## config.mk

```make
export PLATFORM = sky130hd
export DESIGN_NAME = sha2_msg_sched
export DESIGN_NICKNAME = d
export VERILOG_FILES = /design/src/rtl/sha2_msg_sched.sv
export SDC_FILE = /design/constraint.sdc
export NUM_CORES = 1
export LEC_CHECK = 0
export ABC_CLOCK_PERIOD_IN_PS = 11000
export BUFFER_PORTS_ARGS = -buffer_cell sky130_fd_sc_hd__buf_4
export CELL_PAD_IN_SITES_DETAIL_PLACEMENT = 1
export CELL_PAD_IN_SITES_GLOBAL_PLACEMENT = 1
export CORE_MARGIN = 4
export CORE_UTILIZATION = 52
export DETAILED_ROUTE_END_ITERATION = 6
export GPL_TIMING_DRIVEN = 0
export PLACE_DENSITY_LB_ADDON = 0.1
export SLEW_MARGIN = 20
export SYNTH_ARGS = -nofsm -noshare
export SYNTH_HDL_FRONTEND = slang
export SYNTH_SLANG_ARGS = --single-unit
```

## constraint.sdc

```tcl
create_clock -name clk -period 11 [get_ports clk]
set_clock_uncertainty 0.15 [all_clocks]
set_input_delay 2.75 -clock clk [delete_from_list [all_inputs] [get_ports clk]]
set_output_delay 2.75 -clock clk [all_outputs]
set_load 0.02 [all_outputs]
```

## src/rtl/sha2_msg_sched.sv

```systemverilog
// sha2_msg_sched: SHA-2 message schedule generator for 32-bit (SHA-224/256)
// and 64-bit (SHA-384/512) words. Takes the 16 block words over a
// valid/ready stream and emits W[0..ROUNDS-1], one word per output beat,
// using a 16-word sliding window.
// Optional synchronous flush input abort_in exists only when the macro
// SHA2_MSCHED_ABORT_EN is defined; otherwise only rst_n flushes a block.
module sha2_msg_sched #(
  parameter int DATA_WIDTH = 32,
  parameter int ROUNDS     = 64,
  parameter int RND_W      = 7
) (
`ifdef SHA2_MSCHED_ABORT_EN
  input  logic                  abort_in,
`endif
  input  logic                  clk,
  input  logic                  rst_n,
  input  logic                  in_valid,
  output logic                  in_ready,
  input  logic [DATA_WIDTH-1:0] in_data,
  output logic                  out_valid,
  input  logic                  out_ready,
  output logic [DATA_WIDTH-1:0] out_data,
  output logic [RND_W-1:0]      out_round,
  output logic                  out_last,
  output logic                  busy
);

  typedef enum logic [1:0] {
    ST_LOAD   = 2'd0,
    ST_EXPAND = 2'd1,
    ST_DRAIN  = 2'd2
  } state_t;

  state_t                r_state;
  logic [DATA_WIDTH-1:0] r_win [16];
  logic [RND_W-1:0]      r_cnt;
  logic                  r_armed;
  logic                  r_outValid;
  logic [DATA_WIDTH-1:0] r_outData;
  logic [RND_W-1:0]      r_outRound;
  logic                  r_outLast;
  logic                  r_busy;

  logic                  w_abort;
  logic                  w_adv;
  logic                  w_inReady;
  logic                  w_inBeat;
  logic                  w_outBeat;
  logic                  w_shiftEn;
  logic [DATA_WIDTH-1:0] w_shiftIn;
  logic [DATA_WIDTH-1:0] w_newWord;
  logic                  w_loadDone;
  logic                  w_expandDone;

  // Rotate right by a constant amount within one word.
  function automatic logic [DATA_WIDTH-1:0] rotr(input logic [DATA_WIDTH-1:0] x,
                                                 input int unsigned n);
    return (x >> n) | (x << (DATA_WIDTH - n));
  endfunction

  // Small sigma 0; rotation amounts depend on the word size.
  function automatic logic [DATA_WIDTH-1:0] sigma0(input logic [DATA_WIDTH-1:0] x);
    if (DATA_WIDTH == 64)
      return rotr(x, 1) ^ rotr(x, 8) ^ (x >> 7);
    else
      return rotr(x, 7) ^ rotr(x, 18) ^ (x >> 3);
  endfunction

  // Small sigma 1; rotation amounts depend on the word size.
  function automatic logic [DATA_WIDTH-1:0] sigma1(input logic [DATA_WIDTH-1:0] x);
    if (DATA_WIDTH == 64)
      return rotr(x, 19) ^ rotr(x, 61) ^ (x >> 6);
    else
      return rotr(x, 17) ^ rotr(x, 19) ^ (x >> 10);
  endfunction

`ifdef SHA2_MSCHED_ABORT_EN
  assign w_abort = abort_in;
`else
  assign w_abort = 1'b0;
`endif

  // Handshake decode: the output register may take a new word only when it
  // is empty or its current word is leaving this cycle.
  assign w_adv        = !r_outValid || out_ready;
  assign w_inReady    = (r_state == ST_LOAD) && r_armed && w_adv;
  assign w_inBeat     = in_valid && w_inReady;
  assign w_outBeat    = r_outValid && out_ready;
  assign w_loadDone   = (r_cnt == RND_W'(15));
  assign w_expandDone = (r_cnt == RND_W'(ROUNDS - 1));

  // Next expanded word from the oldest/younger window taps (mod 2**DATA_WIDTH).
  assign w_newWord = sigma1(r_win[14]) + r_win[9] + sigma0(r_win[1]) + r_win[0];

  // Window shifts on every accepted block word and on every expanded word.
  assign w_shiftEn = ((r_state == ST_LOAD) && w_inBeat) ||
                     ((r_state == ST_EXPAND) && w_adv);
  assign w_shiftIn = (r_state == ST_LOAD) ? in_data : w_newWord;

  // Sliding window: win[0] is the oldest word, win[15] the newest.
  always_ff @(posedge clk or negedge rst_n) begin
    if (!rst_n) begin
      for (int i = 0; i < 16; i++) r_win[i] <= '0;
    end else if (w_abort) begin
      for (int i = 0; i < 16; i++) r_win[i] <= '0;
    end else if (w_shiftEn) begin
      for (int i = 0; i < 15; i++) r_win[i] <= r_win[i + 1];
      r_win[15] <= w_shiftIn;
    end
  end

  // Control FSM plus registered output beat; input side is held off for the
  // first cycle after reset and whenever a block is expanding or draining.
  always_ff @(posedge clk or negedge rst_n) begin
    if (!rst_n) begin
      r_state    <= ST_LOAD;
      r_cnt      <= '0;
      r_armed    <= 1'b0;
      r_outValid <= 1'b0;
      r_outData  <= '0;
      r_outRound <= '0;
      r_outLast  <= 1'b0;
      r_busy     <= 1'b0;
    end else begin
      r_armed <= 1'b1;
      if (w_abort) begin
        r_state    <= ST_LOAD;
        r_cnt      <= '0;
        r_outValid <= 1'b0;
        r_outLast  <= 1'b0;
        r_busy     <= 1'b0;
      end else begin
        case (r_state)
          ST_LOAD: begin
            if (w_inBeat) begin
              r_outData  <= in_data;
              r_outRound <= r_cnt;
              r_outValid <= 1'b1;
              r_outLast  <= 1'b0;
              r_busy     <= 1'b1;
              r_cnt      <= r_cnt + 1'b1;
              if (w_loadDone) r_state <= ST_EXPAND;
            end else if (w_outBeat) begin
              r_outValid <= 1'b0;
            end
          end
          ST_EXPAND: begin
            if (w_adv) begin
              r_outData  <= w_newWord;
              r_outRound <= r_cnt;
              r_outValid <= 1'b1;
              r_cnt      <= r_cnt + 1'b1;
              if (w_expandDone) begin
                r_outLast <= 1'b1;
                r_state   <= ST_DRAIN;
              end
            end
          end
          ST_DRAIN: begin
            if (w_outBeat) begin
              r_outValid <= 1'b0;
              r_outLast  <= 1'b0;
              r_cnt      <= '0;
              r_busy     <= 1'b0;
              r_state    <= ST_LOAD;
            end
          end
          default: begin
            r_state <= ST_LOAD;
          end
        endcase
      end
    end
  end

  assign in_ready  = w_inReady;
  assign out_valid = r_outValid;
  assign out_data  = r_outData;
  assign out_round = r_outRound;
  assign out_last  = r_outLast;
  assign busy      = r_busy;

endmodule

```

Word-level counts from Yosys, hierarchy flattened
Index checks and enable logic that the tools add are counted.
{"block": "classes", "addsub": 4, "n_eq_ne": 9, "mux": 28, "bitwise": 8, "reduce_logical": 19}
{"operator": "32-bit adder", "n": 3}
{"operator": "32-bit 2-to-1 mux", "n": 3}
{"operator": "32-bit case mux with 2 select lines", "n": 1}
{"operator": "32-bit bitwise XOR", "n": 2}
{"operator": "7-bit 2-to-1 mux", "n": 5}
{"operator": "13-bit by 32-bit OR with 32-bit output", "n": 1}
{"operator": "14-bit by 32-bit OR with 32-bit output", "n": 1}
{"operator": "15-bit by 32-bit OR with 32-bit output", "n": 1}
{"operator": "25-bit by 32-bit OR with 32-bit output", "n": 1}
{"operator": "32-bit by 22-bit bitwise XOR with 32-bit output", "n": 1}
{"operator": "32-bit by 29-bit bitwise XOR with 32-bit output", "n": 1}
{"operator": "7-bit case mux with 3 select lines", "n": 1}
{"operator": "7-bit case mux with 2 select lines", "n": 1}
{"operator": "2-bit 2-to-1 mux", "n": 5}
{"operator": "2-bit inequality test (second input constant)", "n": 5}
{"operator": "5-bit AND reduction", "n": 2}
{"operator": "1-bit 2-to-1 mux", "n": 8}
{"operator": "7-bit by 1-bit adder with 7-bit output (second input constant)", "n": 1}
{"operator": "7-bit by 4-bit == test with 1-bit output (second input constant)", "n": 1}
{"operator": "7-bit by 6-bit == test with 1-bit output (second input constant)", "n": 1}
{"operator": "1-bit logical AND", "n": 6}
{"operator": "1-bit case mux with 3 select lines", "n": 2}
{"operator": "2-bit case mux with 3 select lines", "n": 1}
{"operator": "3-bit AND reduction", "n": 2}
{"operator": "other kinds (10)", "n": 12}
{"block": "totals", "register_bits": 564, "in_bits": 36, "output_inout_bits": 43, "wordCells": 92}

Logic depth before layout (Yosys ltp)
Gate-level depths: netlist (run 1).
{"block": "logic_depth", "depth_word": 8, "ltp_mapped": 20, "mapped_depth_nobuf": 19}

Worst setup path before layout (run 1)
OpenSTA, ideal clock, no wires.
{"block": "synth_timing", "path_kind": "input -> output", "startpoint": "input out_ready", "endpoint": "output in_ready", "t_arrival_ps": 3146, "t_required_ps": 8100, "setup_slack_ps": 4954, "path_stages": 2, "path_buffers": 0, "cell_sequence": "nand2b_1 -> and3_1"}
{"block": "synth_between", "elab_chain_len": 2}
{"element": "start, declared", "line_no": "21", "source": "input logic out_ready,"}
{"element": "1-bit logical OR", "line_no": "85", "source": "assign w_adv = !r_outValid || out_ready;"}
{"element": "1-bit logical AND", "line_no": "86", "source": "assign w_inReady = (r_state == ST_LOAD) && r_armed && w_adv;"}
{"element": "end, declared", "line_no": "18", "source": "output logic in_ready,"}
Every way passes these cells.

Worst setup path after layout (run 1)
Same ends and word-level chain as after synthesis.

==> qor.txt, run 1 <==
Initial core utilization: 52.9%
Antenna Violating Nets Remaining: 0
H-tree depth: 2
RR Endpoint: out_data[25]$_DFFE_PN0P_
Sequential power share: 30.9%
WL per Instance: 22.3 um
CTS tree: done
Core Box Area: 0.0492 mm2
Grt ovf: 0
DR pass1 iterations: 5
Yosys top cell area share: 54.3%
First-pass GRT wire length: 133000 um
Clk network pwr share: 21.6%
Synth Cell Area: 0.0260 mm2
Worst Tran Pin Value: 1.18 ns
Layout overhead on the synthesized area: 13.6%
Sequential area share after synthesis: 54.3%
Post-Route Setup TNS: 0 ns
DRC violations left: 0
Lkg Pwr: 15.3 nW
Sw Share: 43.8%
Layout cell share with drive strength beyond 1: 6.61%
Critical R2R Launch: r_win[50]$_DFFE_PN0P_
Setup violations, final: 0
CP Capture Type: primary output
Via density per instance: 5.43
Die Ht: 232 um
Top post-synthesis cells by area: dfrtp_1, nand2_1, fa_1, xnor2_1, o21ai_0
Hold EP: r_win[450]$_DFFE_PN0P_
Max Slew Vio Count: 0
CTS Buf Count: 60
Clock root cell: clkbuf_16
Sink Count: 564
Rel. slew slack: 21.4%
Post-synth EDFFs: 0
CP Data Arrival Time: 3.45 ns
Crit share post-route: 57.8%
Crit-path most repeated cell: buf_4
Die ar.: 0.0536 mm2
Max clock buf depth: 3
Later-pin clock latency in the skew report: 0.62 ns
Synth warn: 0
Chip Width: 232 um
Hold-critical path depth: 2
R2r setup slk: 5.01 ns
Synth Instances: 2921
Mapped Avg Cell Area: 8.90 um2
CP Data Required Time: 8.10 ns
Max-Cap Viols: 0
Post-layout min period: 6.35 ns
Dpl hpwl: 62900 um
Postcts setup bufs: 0
GPL Wtd Cong: 0.942
Most frequent cell after synthesis: nand2_1
CP cell instances: buf_4, nand2b_1, and3_1, buf_4
Psw: 4.11 mW
DR vias: 20500
Internal power: 5.27 mW
Yosys reg bits: 564
IO buf count: 78
Post-Syn Nets: 3055
I/O pin count: 79
Logic pwr share: 47.5%
Outcome: finished clean
Clock transition at the registers of the reported paths: 0.06 ns
Unrepaired setup endpoints after global routing: false
Endpoints failing hold: 0
ANT cells: 0
Startpoint Class: primary input
Crit path largest cell delay: 0.22 ns
Vias in the first global route: 22800
Core Util, Final: 60.1%
Async set or reset register ratio after synthesis: 100%
Initial antenna violation count: 0
Pwr dens: 317 mW/mm2
Placement Rows: 81
PostCTS Resize Cnt: 0
Peak supply drop: 0.218 mV
Hold WC Path Type: reg2reg
Gr usage total: 32.1%
Nets: 3201
Min-delay src: r_win[418]$_DFFE_PN0P_
Power after layout: 9.38 mW
Crit path max-delay cell type: and3_1
Max Freq: 157 MHz
Hold_buf cts: 0
Netlist cell types: 61
Crit Path Category: in2out
Post-Route WL: 84400 um
Crit-path max FO: 4
Top_reg_cell synth: dfrtp_1
Reg2Reg Depth: 19
Largest net degree at the start of global routing: 97
Initial DRC count: 1485
Top post-synthesis cells by count: nand2_1, dfrtp_1, clkbuf_1
Area leader, netlist: dfrtp_1
## through the flow
stage / hold WS, ns / setup WS, ns / cells / instance area [um2]
4_1_cts: 0.315 / 4.66 / 3779 / 29500
3_5_place_dp: 0.305 / 4.67 / 3669 / 27600
5_1_grt: 0.337 / 4.62 / 3779 / 29500
3_3_place_gp: 0.297 / 1.10 / 3663 / 27400
2_1_floorplan: 0.289 / 4.95 / 2921 / 26000
6_report: 0.316 / 4.65 / 3779 / 29500
## critical path: cells and delay by family
family	cells	cell delay [ns]
and+or+nand+nor	2	0.41
buffers and inverters	2	0.28
## flip-flops by register name, summed over array words and instances, names as in the netlist
name,count
r_win,512
out_data,32
out_round,7
r_cnt,7
r_state,2
busy,1
out_last,1
out_valid,1
r_armed,1
## how the worst max path moves through the flow
stage	from	end
floorplan	out_ready	in_ready
global placement	rst_n	out_round[2]$_DFFE_PN0P_
detailed placement	out_ready	in_ready
CTS	out_ready	in_ready
global route	out_ready	in_ready
finish	out_ready	in_ready
## layout by cell type, fill, tap and decap left out, drive strengths merged, types with 5 or more instances in the layout
cell       n
nand3      9
o21a      12
xnor2     92
xor2      56
clkinv    17
a31oi      9
o21bai     6
inv      140
nor2      39
fa        62
nor3       9
ha        36
clkbuf   260
nand4      6
o21ai    167
and3       5
nand2b     5
dfrtp    564
nand2   1376
buf       91
a21oi     56
mux2i     37
a21o      17
## power by group through the flow
| stage | sequential, mW | combinational (mW) | clock (mW) |
|---|---|---|---|
| global placement | 2.90 | 4.16 | 0 |
| floorplan | 2.80 | 2.91 | 0 |
| global route | 2.94 | 4.86 | 2.14 |
| detailed placement | 2.92 | 4.30 | 0 |
| finish | 2.90 | 4.46 | 2.02 |
| CTS | 2.89 | 4.39 | 2.04 |
## cell type report
type                            count  area (um2)
Buffer                            179         679
Timing Repair Buffer               84         758
Tap cell                          664         831
Fill cell                        5739       19600
Inverter                          137         514
Sequential cell                   564       14100
Clock buffer                       88        1760
Multi-Input combinational cell   2041       10700
Clock inverter                     22         198
## layer usage
metal	vias to the layer above	wire length, um	global-route usage, %
li1	9323	-	-
met1	10600	36400	42.6
met2	402	41900	55.2
met3	148	2880	3.72
met4	0	3200	11.3
met5	-	0	0
## logic make-up (layout without fill, tap and decap cells)
logic type,after synthesis,in the layout,share of synthesized area (%)
AND/OR/NAND/NOR,1462,1462,21.6
flip-flops,564,564,54.3
buffers and inverters,316,510,4.59
AO/OA/AOI/OAI,294,294,6.58
XOR/XNOR,148,148,4.99
adder cells (fa/ha/maj),98,98,6.51
multiplexers,38,38,1.47
other,1,1,0.0144
(Power assumes the default switching activity.)
==> run 2, diff against run 1 <==
--- a/config.mk
+++ b/config.mk
@@ -5,12 +5,13 @@
 export SDC_FILE = /design/constraint.sdc
 export NUM_CORES = 1
 export LEC_CHECK = 0
-export ABC_CLOCK_PERIOD_IN_PS = 11000
+export ABC_AREA = 1
+export ABC_CLOCK_PERIOD_IN_PS = 6400
 export BUFFER_PORTS_ARGS = -buffer_cell sky130_fd_sc_hd__buf_4
 export CELL_PAD_IN_SITES_DETAIL_PLACEMENT = 1
 export CELL_PAD_IN_SITES_GLOBAL_PLACEMENT = 1
 export CORE_MARGIN = 4
-export CORE_UTILIZATION = 52
+export CORE_UTILIZATION = 48
 export DETAILED_ROUTE_END_ITERATION = 6
 export GPL_TIMING_DRIVEN = 0
 export PLACE_DENSITY_LB_ADDON = 0.1
==> constraint.sdc (replaced) <==
create_clock -name clk -period 6.4 [get_ports clk]
set_clock_uncertainty 0.15 [all_clocks]
set_input_delay 1.6 -clock clk [delete_from_list [all_inputs] [get_ports clk]]
set_output_delay 1.6 -clock clk [all_outputs]
set_load 0.02 [all_outputs]
==> run 2 against run 1 <==
Against the previous run: sequential cell count unchanged; clock-buffer cell count up 4; die area up 12%; core utilization down 4.8 points; sequential share of layout area down 1.7 points; wire length up 4.6%; hold slack better by 0.0073 ns; critical endpoint is now out_data[17]$_DFFE_PN0P_.
==> qor.txt, run 2 <==
Most frequent cells in the layout: nand2_1, dfrtp_1, inv_1
Hold-critical path depth: 2 (unchanged)
Postcts setup bufs: 0 (unchanged)
DR pass1 iterations: 5 (unchanged)
Endpoints failing hold: 0 (unchanged)
FF+latch area: 0.0141 mm2 (unchanged)
DR vias: 21100 (+2.8%)
Reg with most FFs: r_win
Crit Path Category: reg2reg
Sink Count: 564 (unchanged)
Unrepaired setup endpoints after global routing: false
Placement Rows: 86 (+6.2%)
Final worst setup slack: 1.87 ns (-2.78 ns)
Grt ovf: 0 (unchanged)
Synth warn: 0 (unchanged)
Post-synth EDFFs: 0 (unchanged)
Dpl hpwl: 68200 um (+8.3%)
Nets: 3378 (+5.5%)
Hold EP: r_win[388]$_DFFE_PN0P_
Clock root cell: clkbuf_16
Area leader, netlist: dfrtp_1
Max clock buf depth: 3 (unchanged)
Vias in the first global route: 23200 (+2.0%)
CP Data Required Time: 6.79 ns (-1.31 ns)
Setup violations, final: 0 (unchanged)
Die ar.: 0.0600 mm2 (+12%)
Reg2Reg Depth: 19 (unchanged)
Startpoint Class: flop
Yosys reg bits: 564 (unchanged)
Mapped Avg Cell Area: 8.69 um2 (-2.4%)
PostCTS Resize Cnt: 0 (unchanged)
Synth Instances: 3099 (+6.1%)
Hold slack final: 0.324 ns (+0.00731 ns)
IO buf count: 78 (unchanged)
Post-Route WL: 88300 um (+4.6%)
Sequential area share after synthesis: 52.4% (-1.9 points)
Area taken by multi-input logic gates: 0.0102 mm2 (-4.8%)
Synth Cell Area: 0.0269 mm2 (+3.6%)
Commonest non-fill, non-tap cell in the layout: nand2_1
Hold WC Path Type: reg2reg
Core Util, Final: 55.3% (-4.8 points)
CTS tree: done
Max Freq: 221 MHz
Initial core utilization: 48.7% (-4.2 points)
Pre-CTS setup slack: 1.92 ns (-2.75 ns)
Chip Width: 245 um (+5.7%)
Later-pin clock latency in the skew report: 0.63 ns (about the same)
Initial DRC count: 1181 (-20%)
Critical R2R Launch: r_win[52]$_DFFE_PN0P_
Min-delay src: r_win[388]$_DFFE_PN0P_
Post-Syn Nets: 3233 (+5.8%)
Gr usage total: 30.0% (-2.1 points)
Yosys top cell area share: 52.4% (-1.9 points)
Top post-synthesis cells by area: dfrtp_1, nand2_1, inv_1, fa_1, o21ai_0
Max Slew Vio Count: 0 (unchanged)
Initial antenna violation count: 2 (+2)
Max-Cap Viols: 0 (unchanged)
Clock transition at the registers of the reported paths: 0.06 ns (about the same)
Crit share post-route: 70.8%
H-tree depth: 2 (unchanged)
Layout cell share with drive strength beyond 1: 9.75% (+3.1 points)
CTS Buf Count: 59 (-1.7%)
Max reg flops: 512 (unchanged)
Post-Route Setup TNS: 0 ns (unchanged)
CP Capture Type: flop
Largest net degree at the start of global routing: 105 (+8.2%)
First-pass GRT wire length: 137000 um (+2.8%)
Worst Tran Pin Value: 0.802 ns (-0.378 ns)
Core Box Area: 0.0553 mm2 (+13%)
Antenna Violating Nets Remaining: 0 (unchanged)
Crit-path max FO: 5 (+1)
R2r setup slk: 1.87 ns (-3.14 ns)
Via density per instance: 5.22 (-3.8%)
DRC violations left: 0 (unchanged)
Async set or reset register ratio after synthesis: 100% (unchanged)
Netlist cell types: 44 (-28%)
GPL Wtd Cong: 0.986 (+4.6%)
Outcome: finished clean
I/O pin count: 79 (unchanged)
Fill cells: 6589 (+15%)
Layout overhead on the synthesized area: 13.6% (about the same)
Most frequent cell after synthesis: nand2_1
Post-layout min period: 4.53 ns
CP Data Arrival Time: 4.93 ns (+1.48 ns)
RR Endpoint: out_data[17]$_DFFE_PN0P_
Top_reg_cell synth: dfrtp_1
Top post-synthesis cells by count: nand2_1, dfrtp_1, inv_1
Rel. slew slack: 46.5% (+25 points)
Hold_buf cts: 0 (unchanged)
WL per Instance: 21.8 um (-2.2%)
Die Ht: 245 um (+5.7%)
[run 2: cell type report]
type	instances	share of cell area (%)
repair buffers	84	2.48
inverters	440	5.40
diodes	2	0.0164
plain buffers	182	3.22
well taps	748	3.06
clock inverters	16	0.630
clock buffers	92	5.82
multi-input cells	1913	33.3
flip-flops and latches	564	46.1
[run 2: worst max-delay path by stage]
stage / start / end / slack (ns) / depth (start not counted)
after detailed placement: r_win[52]$_DFFE_PN0P_ / r_win[29]$_DFFE_PN0P_ / 1.92 / 19
final: r_win[52]$_DFFE_PN0P_ / out_data[17]$_DFFE_PN0P_ / 1.87 / 19
after CTS: r_win[52]$_DFFE_PN0P_ / r_win[29]$_DFFE_PN0P_ / 1.90 / 19
after global routing: r_win[52]$_DFFE_PN0P_ / r_win[29]$_DFFE_PN0P_ / 1.64 / 19
after floorplan: out_ready / in_ready / 2.74 / 4
after global placement: rst_n / out_round[1]$_DFFE_PN0P_ / -2.42 / 1
[run 2: metal layers]
metal | track usage [%] | wire length [um] | up-vias | part of all wire [%]
li1 | - | - | 9818 | -
met1 | 39.0 | 37500 | 10700 | 42
met2 | 49.7 | 42100 | 444 | 48
met3 | 5.65 | 4380 | 177 | 5.0
met4 | 12.7 | 4340 | 0 | 4.9
met5 | 0 | 0 | - | 0
[run 2: stage by stage]
stage               instances  area (um2)
finish                   4041       30600
floorplan                3099       26900
detailed placement       3931       28600
CTS                      4039       30600
global route             4040       30600
global placement         3925       28500
[run 2: cell families (layout without fill, tap and decap cells)]
kind of cell | count (synthesis) | after routing | share of synthesized area, %
XOR/XNOR | 133 | 133 | 4.32
adder cells (fa/ha/maj) | 98 | 98 | 6.28
AND/OR/NAND/NOR | 1102 | 1102 | 16.2
AO/OA/AOI/OAI | 579 | 579 | 11.0
flip-flops | 564 | 564 | 52.4
other | 1 | 3 | 0.0139
buffers and inverters | 622 | 814 | 9.80
[run 2: critical path: stages, from the launching register on]
cell and delay, ns:
dfrtp_1 0.32, clkbuf_1 0.40, xnor2_1 0.21, xor2_1 0.24, fa_1 0.53, fa_1 0.50, inv_1 0.07, ha_1 0.19
inv_1 0.07, fa_1 0.40, inv_1 0.12, nand3_1 0.07, nand2_1 0.16, nand2_1 0.07, nand2_1 0.12, nand2_1 0.07
nand2_1 0.16, xor2_1 0.35, nand2_1 0.12, a21oi_1 0.16
Power of run 2 is left out: the tool's default activity adds up to more than one toggle a clock period on the data nets, which glitch-free logic cannot reach.
